`config.mk`:
```
export PLATFORM = sky130hd
export DESIGN_NAME = beep_decoder
export DESIGN_NICKNAME = d
export VERILOG_FILES = /design/src/rtl/beep_decoder.sv
export SDC_FILE = /design/constraint.sdc
export NUM_CORES = 1
export LEC_CHECK = 0
export CORE_MARGIN = 10
export CORE_UTILIZATION = 30
export CTS_CLUSTER_DIAMETER = 40
export CTS_CLUSTER_SIZE = 16
export DETAILED_ROUTE_END_ITERATION = 12
export PLACE_DENSITY = 0.49
export SETUP_SLACK_MARGIN = 0.15
export SYNTH_ARGS = -nofsm -noshare
export SYNTH_HDL_FRONTEND = slang
export SYNTH_SLANG_ARGS = --single-unit
```
`constraint.sdc`:
```
create_clock -name sys_clk -period 4.9 [get_ports sys_clk]
set_input_delay 0.49 -clock sys_clk [delete_from_list [all_inputs] [get_ports sys_clk]]
set_output_delay 0.49 -clock sys_clk [all_outputs]
set_load 0.05 [all_outputs]
```
`src/rtl/beep_decoder.sv`:
```
// Tone period meter and scale-note classifier for the buzzer loopback path.
// Measures rising-edge-to-rising-edge period of beep_in and debounces the note decision.
module beep_decoder #(
    parameter logic [17:0] DO      = 18'd190839,
    parameter logic [17:0] RE      = 18'd170067,
    parameter logic [17:0] MI      = 18'd151514,
    parameter logic [17:0] FA      = 18'd143266,
    parameter logic [17:0] SO      = 18'd127551,
    parameter logic [17:0] LA      = 18'd113636,
    parameter logic [17:0] XI      = 18'd101214,
    parameter logic [17:0] TOL     = 18'd2000,
    parameter logic [24:0] TIMEOUT = 25'd24999999,
    parameter logic [2:0]  STABLE  = 3'd3
) (
    input  logic        sys_clk,
    input  logic        sys_rst,
    input  logic        beep_in,
    output logic [17:0] period,
    output logic        period_vld,
    output logic [2:0]  note_code,
    output logic        note_chg,
    output logic        tone_on
);

    localparam logic [17:0] PER_MAX = 18'h3FFFF;

    logic        s1, s2, s3;
    logic        armed;
    logic [17:0] per_cnt;
    logic [24:0] idle_cnt;
    logic [2:0]  last_cand;
    logic [2:0]  match_cnt;
    logic        rise;
    logic        timeout;
    logic [2:0]  cand;
    logic [2:0]  next_match;

    // A saturated counter means "too long to measure" and must never look like a note.
    function automatic logic in_window(input logic [17:0] p, input logic [17:0] note_p);
        logic [17:0] diff;
        diff = (p >= note_p) ? (p - note_p) : (note_p - p);
        return (p != PER_MAX) && (diff <= TOL);
    endfunction

    assign rise    = s2 & ~s3;
    assign timeout = ~rise & (idle_cnt == TIMEOUT);

    // Classify the last period, lowest note code wins, then compute the next stability count.
    always_comb begin
        cand = 3'd0;
        if (in_window(period, DO)) begin
            cand = 3'd1;
        end else if (in_window(period, RE)) begin
            cand = 3'd2;
        end else if (in_window(period, MI)) begin
            cand = 3'd3;
        end else if (in_window(period, FA)) begin
            cand = 3'd4;
        end else if (in_window(period, SO)) begin
            cand = 3'd5;
        end else if (in_window(period, LA)) begin
            cand = 3'd6;
        end else if (in_window(period, XI)) begin
            cand = 3'd7;
        end else begin
            cand = 3'd0;
        end

        next_match = 3'd1;
        if (cand == last_cand) begin
            next_match = (match_cnt >= STABLE) ? STABLE : (match_cnt + 3'd1);
        end else begin
            next_match = 3'd1;
        end
    end

    // Input synchroniser, period measurement, silence timeout and note debouncing.
    always_ff @(posedge sys_clk) begin
        if (sys_rst) begin
            s1         <= 1'b0;
            s2         <= 1'b0;
            s3         <= 1'b0;
            armed      <= 1'b0;
            per_cnt    <= 18'd0;
            idle_cnt   <= 25'd0;
            last_cand  <= 3'd0;
            match_cnt  <= 3'd0;
            period     <= 18'd0;
            period_vld <= 1'b0;
            note_code  <= 3'd0;
            note_chg   <= 1'b0;
            tone_on    <= 1'b0;
        end else begin
            s1         <= beep_in;
            s2         <= s1;
            s3         <= s2;
            period_vld <= 1'b0;
            note_chg   <= 1'b0;
            per_cnt    <= (per_cnt == PER_MAX) ? per_cnt : (per_cnt + 18'd1);
            idle_cnt   <= idle_cnt + 25'd1;

            if (rise) begin
                idle_cnt <= 25'd0;
                armed    <= 1'b1;
                per_cnt  <= 18'd1;
                if (armed) begin
                    period     <= per_cnt;
                    period_vld <= 1'b1;
                end
            end

            if (timeout) begin
                armed     <= 1'b0;
                match_cnt <= 3'd0;
                last_cand <= 3'd0;
                if (note_code != 3'd0) begin
                    note_code <= 3'd0;
                    tone_on   <= 1'b0;
                    note_chg  <= 1'b1;
                end
            end else if (period_vld) begin
                last_cand <= cand;
                match_cnt <= next_match;
                if ((next_match >= STABLE) && (cand != note_code)) begin
                    note_code <= cand;
                    tone_on   <= (cand != 3'd0);
                    note_chg  <= 1'b1;
                end
            end
        end
    end

endmodule
```
==> results.json, run 1 <==
{
  "rows": 64,
  "ant_nets": 0,
  "seq_power_share_pct": 48.5,
  "cts_tree": "done",
  "drc": 0,
  "cts_buffers": 9,
  "dp_worst_setup_slack_ns": 0.1106,
  "avgViaCountPerCell": 6.037,
  "grt_max_degree": 43,
  "wl_per_cell_um": 22.28,
  "power_mw": 1.315,
  "syn-cell-area_sq_mm": 0.009363,
  "synth_most_common_cell": "nand2_1",
  "coreArea_sq_mm": 0.03067,
  "cp.arrival_ns": 4.79,
  "slew_headroom_pct": 42.81,
  "drt_iter0_drc": 985,
  "place.gp.congestion": 0.9503,
  "cp.required_ns": 5.13,
  "finalSetupViolCount": 0,
  "start_util_pct": 30.53,
  "clk_latency_ns": 0.34,
  "cpMostUsedCell": "buf_4",
  "syn_nets": 1321,
  "tightest_slew_ns": 0.8578,
  "hold_end": "s2",
  "critPathBufInv": 3,
  "yosysTopAreaCellShare_pct": 16.46,
  "rsz0062_at_grt": "no",
  "p_clk_share_pct": 49.1,
  "antenna_found_initial": 0,
  "path_clk_slew_ns": 0.07,
  "cts_buffer_depth": 2,
  "fmax_ghz": 0.2194,
  "synth-edff-count": 0,
  "chipWidth_um": 196.7,
  "p_sw_share_pct": 24.59,
  "dpl.hpwl_um": 28770,
  "regToRegStartpoint": "period[6]",
  "hp-class": "flip-flop to flip-flop",
  "syn_area_per_cell_sq_um": 7.252,
  "gr-total-overflow": 0,
  "area_delta_synth_final_pct": 14.43,
  "yosys.cell_types.count": 119,
  "nets": 1344,
  "ys_warn_count": 0,
  "p_comb_share_pct": 2.4,
  "ys_ff_latch": 77,
  "internal_power_mw": 0.9915,
  "slowest_stage": "nor4_4",
  "synthTopCellsByCount": "136 x nand2_1, 115 x nor2_1, 86 x a21oi_1",
  "crit_chain": "buf_4, buf_4, nand2_1, nor4_4, o31ai_4, buf_4, o221a_1, or3_1, a31oi_2, o2111ai_4, o21ai_2, nand3_1, o221ai_2, o211a_4, nor2b_4, mux2_4",
  "cts_sinks": 77,
  "io_pins": 27,
  "grt_pass1_wl_um": 59210,
  "dieArea_sq_mm": 0.03868,
  "portBuffers": 26,
  "power_density_mw_per_mm2": 122.7,
  "finalHoldViolCount": 0,
  "slowest_delay_ns": 0.49,
  "clock_skew_ns": 0.009506,
  "drive_gt1_share_pct": 15.16,
  "grt_use_total_pct": 19.07,
  "hold_slack_ns": 0.4468,
  "reg2reg_to": "note_code[1]",
  "period_share_pct": 93.04,
  "crit_path_end_kind": "flip-flop",
  "fin_util_pct": 34.93,
  "worst-path-max-fanout": 12,
  "cts-root-buf": "clkbuf_16",
  "die_h_um": 196.7,
  "synth_area_leaders": "dfxtp_1 16%, xnor2_1 6.6%, nand2_1 5.5%, nor2_1 4.6%, a21oi_1 4.6%",
  "cts.htree.levels": 3,
  "grt_pass1_vias": 9914,
  "fin_tns_setup_ns": 0,
  "max_cap_violations": 0,
  "slew_viol_final": 0,
  "p_leak_nw": 3.676,
  "status": "complete, no violations",
  "period_minus_slack_ns": 4.559,
  "wl_um": 38200,
  "ys_seq_area_share_pct": 16.46,
  "hold_start": "s1",
  "crit_family": "compound AO/OA/AOI/OAI gates",
  "num_vias": 10350,
  "critical_path_class": "flip-flop to flip-flop",
  "crit_path_start_kind": "flip-flop",
  "diodes": 0,
  "ys_async_sr_fraction_pct": 0,
  "hold_depth": 1,
  "setup_ws_ns": 0.3412,
  "synth_top_area_cell": "dfxtp_1",
  "p_sw_mw": 0.3234,
  "drt_pass1_iterations": 5,
  "rr_worst_depth": 16,
  "ir_drop_v": 0.0001448,
  "r2r_setup_slack_ns": 0.34,
  "ys.flop_type": "dfxtp_1",
  "synthCells": 1291,
  "n_fill_cell": 3310
}
==> how the worst max path moves through the flow <==
stage              start           end  slack (ns)  cells past startpoint
6_report       period[6]  note_code[1]        0.34                     16
5_1_grt        period[0]  note_code[0]        0.15                     14
4_1_cts        period[2]       tone_on        0.21                     17
2_1_floorplan  period[3]  note_code[0]        0.22                     17
3_3_place_gp   period[5]  note_code[1]        0.12                     14
3_5_place_dp   period[5]       tone_on        0.11                     14
==> power by group through the flow <==
stage               sequential, mW  combinational, mW  clock, mW
finish                       0.637             0.0320      0.646
global route                 0.638             0.0363      0.690
CTS                          0.637             0.0327      0.669
detailed placement           0.652             0.0324          0
global placement             0.651             0.0320          0
floorplan                    0.650             0.0227          0
==> state kept, by name (all words and copies together) (netlist names) <==
signal / flops
idle_cnt: 25
per_cnt: 18
period: 18
last_cand: 3
match_cnt: 3
note_code: 3
armed: 1
note_chg: 1
period_vld: 1
s1: 1
s2: 1
s3: 1
tone_on: 1
==> layout by cell type, fill, tap and decap left out, drive strengths merged, types with 32 or more instances in the layout <==
| master | n |
|---|---|
| xnor2 | 71 |
| buf | 86 |
| a21oi | 86 |
| o21ai | 72 |
| nor2 | 119 |
| mux2i | 33 |
| nand3 | 45 |
| a31oi | 32 |
| nand2 | 141 |
| dfxtp | 77 |
| nor3 | 48 |
| inv | 32 |
==> stage by stage <==
step | instance area (sq um) | std cells
floorplan | 9365 | 1291
finish | 10710 | 1715
global route | 10710 | 1715
detailed placement | 10350 | 1698
CTS | 10630 | 1714
global placement | 10350 | 1698
==> cell families (layout without fill, tap and decap cells) <==
group                      count (synthesis)  in the layout  share of synthesized area, %
and+or+nand+nor                          539            539                         30.74
AOI/OAI and AO/OA                        378            378                         29.19
buffers and inverters                    133            161                         6.401
xor gates and xnor gates                  97             97                         9.074
DFF                                       77             77                         16.46
muxes                                     40             40                         4.530
adders and majority gates                 27             27                         3.608
==> worst register-to-register path: cells and delay by family (launching register included) <==
family	cells	cell delay [ns]
AO/OA/AOI/OAI	7	1.55
buffers and inverters	3	0.66
flip-flops	1	0.42
multiplexers	1	0.32
AND/OR/NAND/NOR	5	1.49
==> metal layers <==
metal / routed length [um] / vias to the layer above / GRT usage [%]
met5: 0 / - / 0
met4: 1221 / 0 / 6.736
met3: 2575 / 73 / 2.122
met2: 17790 / 458 / 31.80
met1: 16610 / 4983 / 24.92
li1: - / 4840 / -
==> timing repair <==
| action | in CTS | in global routing |
|---|---|---|
| gates resized for setup | 1 | 16 |
| endpoints found under the setup margin | 4 | 4 |
| setup buffers | 0 | 1 |
| hold endpoints to repair | 0 | 0 |
| pin swaps | 0 | 3 |
| hold buffers | 0 | 0 |
==> cell type report <==
class                   instances  area, sq um  area share (%)
clock inverters                 7        57.56          0.5372
inverters                      33        127.6           1.191
well taps                     396        495.5           4.625
clock buffers                   9        225.2           2.102
repair buffers                112        968.4           9.039
flip-flops and latches         77         1550           14.47
multi-input cells            1081         7289           68.04
Note: power is estimated with default switching activity, not from simulation.
==> run 2: changes to the inputs <==
--- a/config.mk
+++ b/config.mk
@@ -5,6 +5,7 @@
 export SDC_FILE = /design/constraint.sdc
 export NUM_CORES = 1
 export LEC_CHECK = 0
+export CORE_ASPECT_RATIO = 0.5
 export CORE_MARGIN = 10
 export CORE_UTILIZATION = 30
 export CTS_CLUSTER_DIAMETER = 40
==> run 2 against run 1 <==
Critical endpoint is now tone_on. Maximum frequency decreased by 1.7%. Clock-buffer cell count increased by 1. Flip-flop and latch count unchanged. Largest cell class unchanged. Worst setup slack got worse by 0.077 ns. Critical path depth unchanged. Die area increased by 1.1%.
==> results.json, run 2 (synthesis gave the netlist of run 1 again) <==
{
  "diodes": 0,
  "coreArea_sq_mm": 0.03052,
  "grt_pass1_vias": 9950,
  "wl_per_cell_um": 22.45,
  "ir_drop_v": 0.0001954,
  "drt_pass1_iterations": 5,
  "reg_top3": "idle_cnt (25), per_cnt (18), period (18)",
  "slowest_delay_ns": 0.52,
  "fmax_ghz": 0.2157,
  "period_share_pct": 94.61,
  "area_delta_synth_final_pct": 15.96,
  "gr-total-overflow": 0,
  "slowest_stage": "a2111oi_4",
  "period_minus_slack_ns": 4.636,
  "hp-class": "flip-flop to flip-flop",
  "slew_viol_final": 0,
  "top_register": "idle_cnt",
  "crit_chain": "inv_1, buf_4, ha_1, and2_1, o21ai_1, a211oi_2, o21a_1, a21oi_1, a211o_1, a2111oi_4, o211ai_1, or3_4, o221ai_2, o211a_4, nor2b_4, mux2_4",
  "crit_family": "compound AO/OA/AOI/OAI gates",
  "n_fill_cell": 3298,
  "cp.required_ns": 5.13,
  "cp.arrival_ns": 4.86,
  "cts_buffers": 9,
  "die_h_um": 144.9,
  "io_pins": 27,
  "place.gp.congestion": 0.9993,
  "power_density_mw_per_mm2": 117.0,
  "portBuffers": 26,
  "multiInputGateArea_sq_mm": 0.007305,
  "cts-root-buf": "clkbuf_16",
  "cts.htree.levels": 3,
  "final_common_cell": "nand2_1",
  "finalHoldViolCount": 0,
  "cts_buffer_depth": 2,
  "finalSetupViolCount": 0,
  "ant_nets": 0,
  "grt_max_degree": 43,
  "critical_path_class": "flip-flop to flip-flop",
  "p_leak_nw": 3.754,
  "place_area_sq_mm": 0.01045,
  "grt_pass1_wl_um": 60690,
  "rsz0062_at_grt": "no",
  "start_util_pct": 30.68,
  "crit_path_start_kind": "flip-flop",
  "worst-path-max-fanout": 8,
  "grt_use_total_pct": 19.06,
  "nets": 1354,
  "cts_sinks": 77,
  "drc": 0,
  "clock_skew_ns": 0.008173,
  "clk_latency_ns": 0.33,
  "num_vias": 10590,
  "chipWidth_um": 269.8,
  "dpl.hpwl_um": 29390,
  "fin_tns_setup_ns": 0,
  "critPathBufInv": 2,
  "drive_gt1_share_pct": 15.73,
  "final_area_sq_mm": 0.01086,
  "rows": 45,
  "seqCellArea_sq_mm": 0.001551,
  "drt_iter0_drc": 1233,
  "status": "complete, no violations",
  "tightest_slew_ns": 0.8088,
  "hold_buffers": 0,
  "power_mw": 1.270,
  "max_cap_violations": 0,
  "crit_path_end_kind": "flip-flop",
  "largest_register_ffs": 25,
  "slew_headroom_pct": 45.88,
  "antenna_found_initial": 1,
  "final_cell_mix": "136 x nand2_1, 115 x nor2_1, 88 x buf_4, 86 x a21oi_1, 71 x xnor2_1",
  "avgViaCountPerCell": 6.045,
  "cts_tree": "done",
  "wl_um": 39330,
  "dieArea_sq_mm": 0.03910,
  "path_clk_slew_ns": 0.06
}
## run 2: changes by cell type in the layout (fill, tap and decap cells not counted), sizes merged
| cell | delta |
|---|---|
| buf | +10 |
| inv | -2 |
| clkbuf | +1 |
| clkinvlp | +1 |
## run 2: power breakdown
part	internal (mW)	switching (mW)	leakage [nW]
registers	0.632	0.00538	0.626
clock network	0.342	0.260	0.129
logic	0.00977	0.0209	3.00
## run 2: worst reg2reg max path: cells and delay by family, from the launching register on
| kind | cells | cell delay [ns] |
|---|---|---|
| flip-flops | 1 | 0.34 |
| multiplexers | 1 | 0.32 |
| AO/OA/AOI/OAI | 9 | 2.34 |
| buffers and inverters | 2 | 0.47 |
| adder cells (fa/ha/maj) | 1 | 0.26 |
| AND/OR/NAND/NOR | 3 | 0.80 |
## run 2: worst paths after layout
check,startpoint,endpoint,slack [ns],depth (start not counted)
worst max-delay path,period[6],tone_on,0.26,16
worst min-delay path,s1,s2,0.44,1
worst min register to register,s1,s2,0.44,1
worst max register to register,period[6],tone_on,0.26,16
## run 2: timing repair
action | in CTS | in global routing
buffers inserted | 0 | 6
endpoints found under the setup margin | 0 | 6
gates resized for setup | 0 | 19
## run 2: cell type report
type	count	area share, %
multi-input cells	1081	67.28
flip-flops and latches	77	14.29
repair buffers	122	9.877
well taps	423	4.875
clock buffers	10	2.109
inverters	33	1.210
clock inverters	6	0.3573
## run 2: stage by stage
step / cells / hold WS, ns / setup WS, ns / utilization (%)
after floorplan: 1291 / 0.4138 / 0.2241 / -
after global placement: 1730 / 0.4311 / 0.2301 / 34.23
after detailed placement: 1730 / 0.4278 / 0.1832 / 34.23
after CTS: 1746 / 0.4500 / 0.1885 / 35.11
after global routing: 1752 / 0.4595 / 0.1439 / 35.58
final: 1752 / 0.4405 / 0.2642 / 35.58
## run 2: layer usage
layer  vias up  share of wire [%]  GRT usage (%)
li1       4866                  -              -
met5         -              0.023              0
met2       564                 43          28.95
met3        84                9.5          3.538
met4         2                3.0          6.149
met1      5074                 45          26.56
==> RTL change 1 (flow settings as in run 2) <==
Reset style: asynchronous (`sys_rst`), changed in one clocked block.
--- a/src/rtl/beep_decoder.sv
+++ b/src/rtl/beep_decoder.sv
@@ -76,5 +76,5 @@
 
     // Input synchroniser, period measurement, silence timeout and note debouncing.
-    always_ff @(posedge sys_clk) begin
+    always_ff @(posedge sys_clk or posedge sys_rst) begin
         if (sys_rst) begin
             s1         <= 1'b0;
Behaviour: differs if sys_rst is asserted again (counterexample within 10 cycles, from zero or initial values and one cycle with sys_rst high); with sys_rst held inactive, the same outputs for 10 cycles.
==> RTL change 1 against run 2 <==
Routed wire length rose by 4.5%; core utilization rose by 0.94 points; final area rose by 1.9%; critical path depth fell by 2; sequential cell count did not move; critical endpoint is now match_cnt[2]$_DFFE_PP0P_; worst setup slack improved by 0.047 ns; synthesized area fell by 1.7%.
Power is not compared: it rests on default switching activity, and its combinational part moved more than twofold at a synthesized area within 25%.
==> RTL change 1: results (changes against run 2) <==
[metrics] quantity of I/O buffers inserted on ports: 26 (unchanged)
[metrics] overall track demand over capacity in global routing: 0.2082 (+0.01765)
[metrics] crit-path max FO: 7 (-1)
[metrics] met3 routing resource usage after global routing: 0.02610 (-0.009285)
[metrics] routability congestion estimate: 0.9503 (-4.9%)
[metrics] met1 GRT Util: 0.2781 (+0.01241)
[metrics] routed vias: 10474 (-1.1%)
[metrics] status: finished, final reports clean
[metrics] number of antenna violations at the first check in global routing: 0 (-1)
[metrics] routed wl met3: 2.812 mm (-25%)
[metrics] share of post-route cells with drive strength above 1: 0.1668 (+0.009531)
[metrics] commonest cells in the synthesized netlist: sky130_fd_sc_hd__nand2_1 (126), sky130_fd_sc_hd__nor2_1 (105), sky130_fd_sc_hd__o21ai_0 (90), sky130_fd_sc_hd__xnor2_1 (84), sky130_fd_sc_hd__a21oi_1 (83)
[metrics] cell types occupying the most area after synthesis: sky130_fd_sc_hd__dfrtp_1 (21%), sky130_fd_sc_hd__xnor2_1 (8.0%), sky130_fd_sc_hd__nand2_1 (5.1%)
[metrics] clock latency reported for the late side of the worst-skew pair: 0.35 ns (+0.02 ns)
[metrics] detailed router's first-iteration violation count: 1035 (-16%)
[metrics] final HPWL from detailed placement: 31.12 mm (+5.9%)
[metrics] proportion of register bits with asynchronous set or reset after synthesis: 1.000 (+1.000)
[metrics] fill count: 3198 (-3.0%)
[metrics] proportion of synthesized chip area in sequential cells: 0.2094 (+0.04477)
[metrics] clock slew at the register clock pins of the worst setup and hold paths: 0.06 ns (about the same)
[metrics] Max Root-Sink Buffers: 2 (unchanged)
[metrics] GR Util met2: 0.3431 (+0.05364)
[metrics] biggest registers after layout: idle_cnt (25), per_cnt (18), period (18)
[metrics] Arr. time, crit path: 4.85 ns (about the same)
[metrics] Unique masters post-synth: 91 (-24%)
[metrics] Syn Nets: 1279 (-3.2%)
[metrics] family with the most delay on the worst path: simple AND/OR/NAND/NOR gates
[metrics] uppermost layer routed: met4
[metrics] largest clock skew in the final design: 0.01495 ns (+0.006779 ns)
[metrics] prevailing post-synth register cell: sky130_fd_sc_hd__dfrtp_1
[metrics] maximum cell stage delay along the critical path: 0.62 ns (+0.10 ns)
[metrics] Design Area, Final: 0.01106 sq mm (+1.9%)
[metrics] total wire length after detailed routing: 41.10 mm (+4.5%)
[metrics] Total Nets Final: 1356 (+0.15%)
[metrics] global-route wire length before repair: 62.09 mm (+2.3%)
[metrics] detailed-routing wirelength on met1: 18.32 mm (+3.6%)
[metrics] pin count of the biggest net entering global routing: 47 (+9.3%)
[metrics] Worst Tran Pin Value: 0.9866 ns (+0.1778 ns)
[metrics] met2 routed wirelength: 18.87 mm (+13%)
[metrics] critical-path cell with the highest stage delay: sky130_fd_sc_hd__dfrtp_1
RTL change 1: path summary, 6_finish.rpt:
kind | slack [ns] | cells past startpoint | startpoint | to
hold reg to reg | 0.35 | 0 | s1$_DFF_PP0_ | s2$_DFF_PP0_
setup reg to reg | 0.31 | 14 | period[9]$_DFFE_PP0P_ | match_cnt[2]$_DFFE_PP0P_
min in group asynchronous | 0.58 | 2 | sys_rst | last_cand[0]$_DFFE_PP0P_
hold / removal | 0.35 | 0 | s1$_DFF_PP0_ | s2$_DFF_PP0_
max in group asynchronous | 3.30 | 3 | sys_rst | period[7]$_DFFE_PP0P_
setup / recovery | 0.31 | 14 | period[9]$_DFFE_PP0P_ | match_cnt[2]$_DFFE_PP0P_
RTL change 1: timing repair:
item                                    CTS  global route
endpoints found under the hold margin     0             0
gates resized for setup                   3            36
pin swaps                                 0             4
hold buffers                              0             0
setup buffers                             0             5
endpoints found under the setup margin    3             8
RTL change 1: cell families (layout without fill, tap and decap cells):
group	Yosys count	count (layout)	share of synthesized area
multiplexers	37	37	0.04093
AO/OA/AOI/OAI	375	375	0.2741
XOR/XNOR	110	110	0.1047
buffers and inverters	127	208	0.05752
adder cells (fa/ha/maj)	26	26	0.03535
flip-flops	77	77	0.2094
AND/OR/NAND/NOR	498	498	0.2779
RTL change 1: metrics by stage:
stage          cells  setup slack, ns
5_1_grt         1730           0.1586
4_1_cts         1725           0.1639
6_report        1730           0.3109
2_1_floorplan   1250           0.1723
3_3_place_gp    1710        -0.002311
3_5_place_dp    1710           0.1080
RTL change 1: worst register-to-register path: stages, from the launching register on:
cell and delay [ns]:
sky130_fd_sc_hd__dfrtp_1 0.62, sky130_fd_sc_hd__nand4_1 0.30, sky130_fd_sc_hd__nor3_1 0.38, sky130_fd_sc_hd__buf_4 0.19, sky130_fd_sc_hd__nand2_1 0.13, sky130_fd_sc_hd__nand2_2 0.19
sky130_fd_sc_hd__mux2i_1 0.24, sky130_fd_sc_hd__xnor2_1 0.08, sky130_fd_sc_hd__or3_1 0.34, sky130_fd_sc_hd__o31a_1 0.43, sky130_fd_sc_hd__or3_1 0.45, sky130_fd_sc_hd__o32a_1 0.37
sky130_fd_sc_hd__a21o_1 0.19, sky130_fd_sc_hd__or4_1 0.47, sky130_fd_sc_hd__a21oi_1 0.13
RTL change 1: final cells by class:
class,count,area share
clock buffer,9,0.02036
inverter,27,0.01029
tap,399,0.04513
sequential,77,0.1753
multi-input combinational,1046,0.6204
timing repair buffer,166,0.1226
clock inverter,6,0.005882
RTL change 1: report_power, final:
part	switching, mW	total (mW)	internal, mW	leakage [nW]
clock network	0.276	0.667	0.391	0.141
registers	0.0652	0.750	0.685	1.02
logic	0.636	1.01	0.379	3.03
==> RTL change 2 (flow settings as in run 2) <==
Made on the original files. Set the parameter `TOL` to 18'd1024 (it was 18'd2000).
--- a/src/rtl/beep_decoder.sv
+++ b/src/rtl/beep_decoder.sv
@@ -9,5 +9,5 @@
     parameter logic [17:0] LA      = 18'd113636,
     parameter logic [17:0] XI      = 18'd101214,
-    parameter logic [17:0] TOL     = 18'd2000,
+    parameter logic [17:0] TOL     = 18'd1024,
     parameter logic [24:0] TIMEOUT = 25'd24999999,
     parameter logic [2:0]  STABLE  = 3'd3
Behaviour: no difference found for any inputs over 10 cycles, from zero or initial values and one cycle with sys_rst high; that may be too few to reach the edited logic, so the function may still have changed.
==> RTL change 2 against run 2 <==
Highest routed layer is now met4; final area is 8.3% lower; worst setup slack gained 0.075 ns; count of clock-buffer cells in the layout is 3 higher; synthesized area is 7.2% lower; power grew 0.69%; clock skew decreased by 0.00095 ns; routed wire length decreased by 8.3%; critical endpoint is now note_code[2]$_SDFFE_PP0P_; sequential cell count is the same.
==> RTL change 2: results (changes against run 2) <==
[metrics] status: finished, final reports clean
[metrics] fill count: 2993 (-9.2%)
[metrics] GR Util met2: 0.3041 (+0.01460)
[metrics] Layout Area Growth over Synthesis: 14.55%
[metrics] minimum setup slack in the final design: 0.3396 ns (+0.07539 ns)
[metrics] Buffers excl. clock: 109 (-11%)
[metrics] crit-path max FO: 12 (+4)
[metrics] Unique masters post-synth: 99 (-17%)
[metrics] Syn Nets: 1270 (-3.9%)
[metrics] instance area after placement: 0.009637 sq mm (-7.7%)
[metrics] register share of the cell area: 0.1551 (+0.01216)
[metrics] power in sequential cells: 638 uW (about the same)
[metrics] number of cells in the design after placement: 1632 (-5.7%)
[metrics] xor and xnor area share after synthesis: 0.1036 (+0.01290)
[metrics] post-synthesis compound-gate area fraction: 0.2791 (-0.01275)
[metrics] Post-Synth Adder-Cell Area: 0.04031 (+0.004223)
[metrics] via count of the first global-routing pass: 9361 (-5.9%)
[metrics] commonest cells in the synthesized netlist: sky130_fd_sc_hd__nand2_1 (133), sky130_fd_sc_hd__nor2_1 (125), sky130_fd_sc_hd__a21oi_1 (95), sky130_fd_sc_hd__dfxtp_1 (77), sky130_fd_sc_hd__o21ai_0 (75)
[metrics] Critical path origin: period[14]$_SDFFE_PP0P_
[metrics] Post-Syn Instances: 1239 (-4.0%)
[metrics] Worst Tran Pin Value: 0.8178 ns (+0.009047 ns)
[metrics] overall track demand over capacity in global routing: 0.1912 (+0.0006360)
[metrics] R2R Path End: note_code[2]$_SDFFE_PP0P_
[metrics] met3 routing resource usage after global routing: 0.02510 (-0.01028)
[metrics] static power due to leakage: 3.352 nW (-11%)
[metrics] dpl ws: 0.07806 ns (-0.1052 ns)
[metrics] routability congestion estimate: 0.9390 (-6.0%)
[metrics] detailed router's first-iteration violation count: 1304 (+5.8%)
[metrics] mux contribution to synthesized area: 0.03037 (-0.01493)
[metrics] via/cell ratio: 5.995 (-0.83%)
[metrics] final HPWL from detailed placement: 27.41 mm (-6.8%)
[metrics] number of antenna violations at the first check in global routing: 0 (-1)
[metrics] non-clock inverter total of the final layout: 31 (-6.1%)
[metrics] clock buffer count in the final layout: 13 (+3)
[metrics] hold_ws: 0.4458 ns (+0.005335 ns)
[metrics] Worst Reg2Reg Path Length in Cells: 14 (-2)
[metrics] area of the multi-input gates: 0.006610 sq mm (-9.5%)
[metrics] largest clock skew in the final design: 0.007222 ns (-0.0009514 ns)
[metrics] Wirelength per Cell: 21.91 um (-2.4%)
[metrics] family with the most delay on the worst path: simple AND/OR/NAND/NOR gates
[metrics] cell types occupying the most area after synthesis: sky130_fd_sc_hd__dfxtp_1 (18%), sky130_fd_sc_hd__xnor2_1 (7.0%), sky130_fd_sc_hd__nand2_1 (5.7%)
RTL change 2: changes by cell type after synthesis, moves of 10 or more:
cell / delta
sky130_fd_sc_hd__nand3_1: +15
sky130_fd_sc_hd__o21ai_0: +13
sky130_fd_sc_hd__and3_1: -12
sky130_fd_sc_hd__o211ai_1: -12
sky130_fd_sc_hd__clkbuf_1: -10
sky130_fd_sc_hd__mux2i_1: -10
sky130_fd_sc_hd__nor2_1: +10
RTL change 2: cell families after synthesis:
| group | count (synthesis) |
|---|---|
| simple gates | 521 |
| compound gates | 356 |
| buf+inv | 129 |
| xor+xnor | 102 |
| flops | 77 |
| fa+ha+maj | 28 |
| mux | 26 |
RTL change 2: worst register-to-register path: cells and delay by family (launching register included):
kind | cells | cell delay (ns)
and+or+nand+nor | 5 | 1.87
AOI/OAI and AO/OA | 5 | 1.27
DFF | 1 | 0.46
muxes | 2 | 0.44
buffers and inverters | 1 | 0.27
xor gates and xnor gates | 1 | 0.13
RTL change 2: timing repair:
action,in CTS,in global routing
gates resized for setup,2,10
endpoints found under the setup margin,5,8
pin swaps,0,1
RTL change 2: worst min path at each step:
stage	start	end	cells after the start
2_1_floorplan	s1$_SDFF_PP0_	s2$_SDFF_PP0_	1
5_1_grt	s1$_SDFF_PP0_	s2$_SDFF_PP0_	1
3_3_place_gp	s1$_SDFF_PP0_	s2$_SDFF_PP0_	1
3_5_place_dp	s1$_SDFF_PP0_	s2$_SDFF_PP0_	1
6_report	s1$_SDFF_PP0_	s2$_SDFF_PP0_	1
4_1_cts	s1$_SDFF_PP0_	s2$_SDFF_PP0_	1
RTL change 2: metal layers:
layer  vias to the layer above  share of wire
li1                       4569              -
met1                      4739           0.44
met2                       469           0.45
met3                        90          0.074
met4                         0          0.033
met5                         -              0
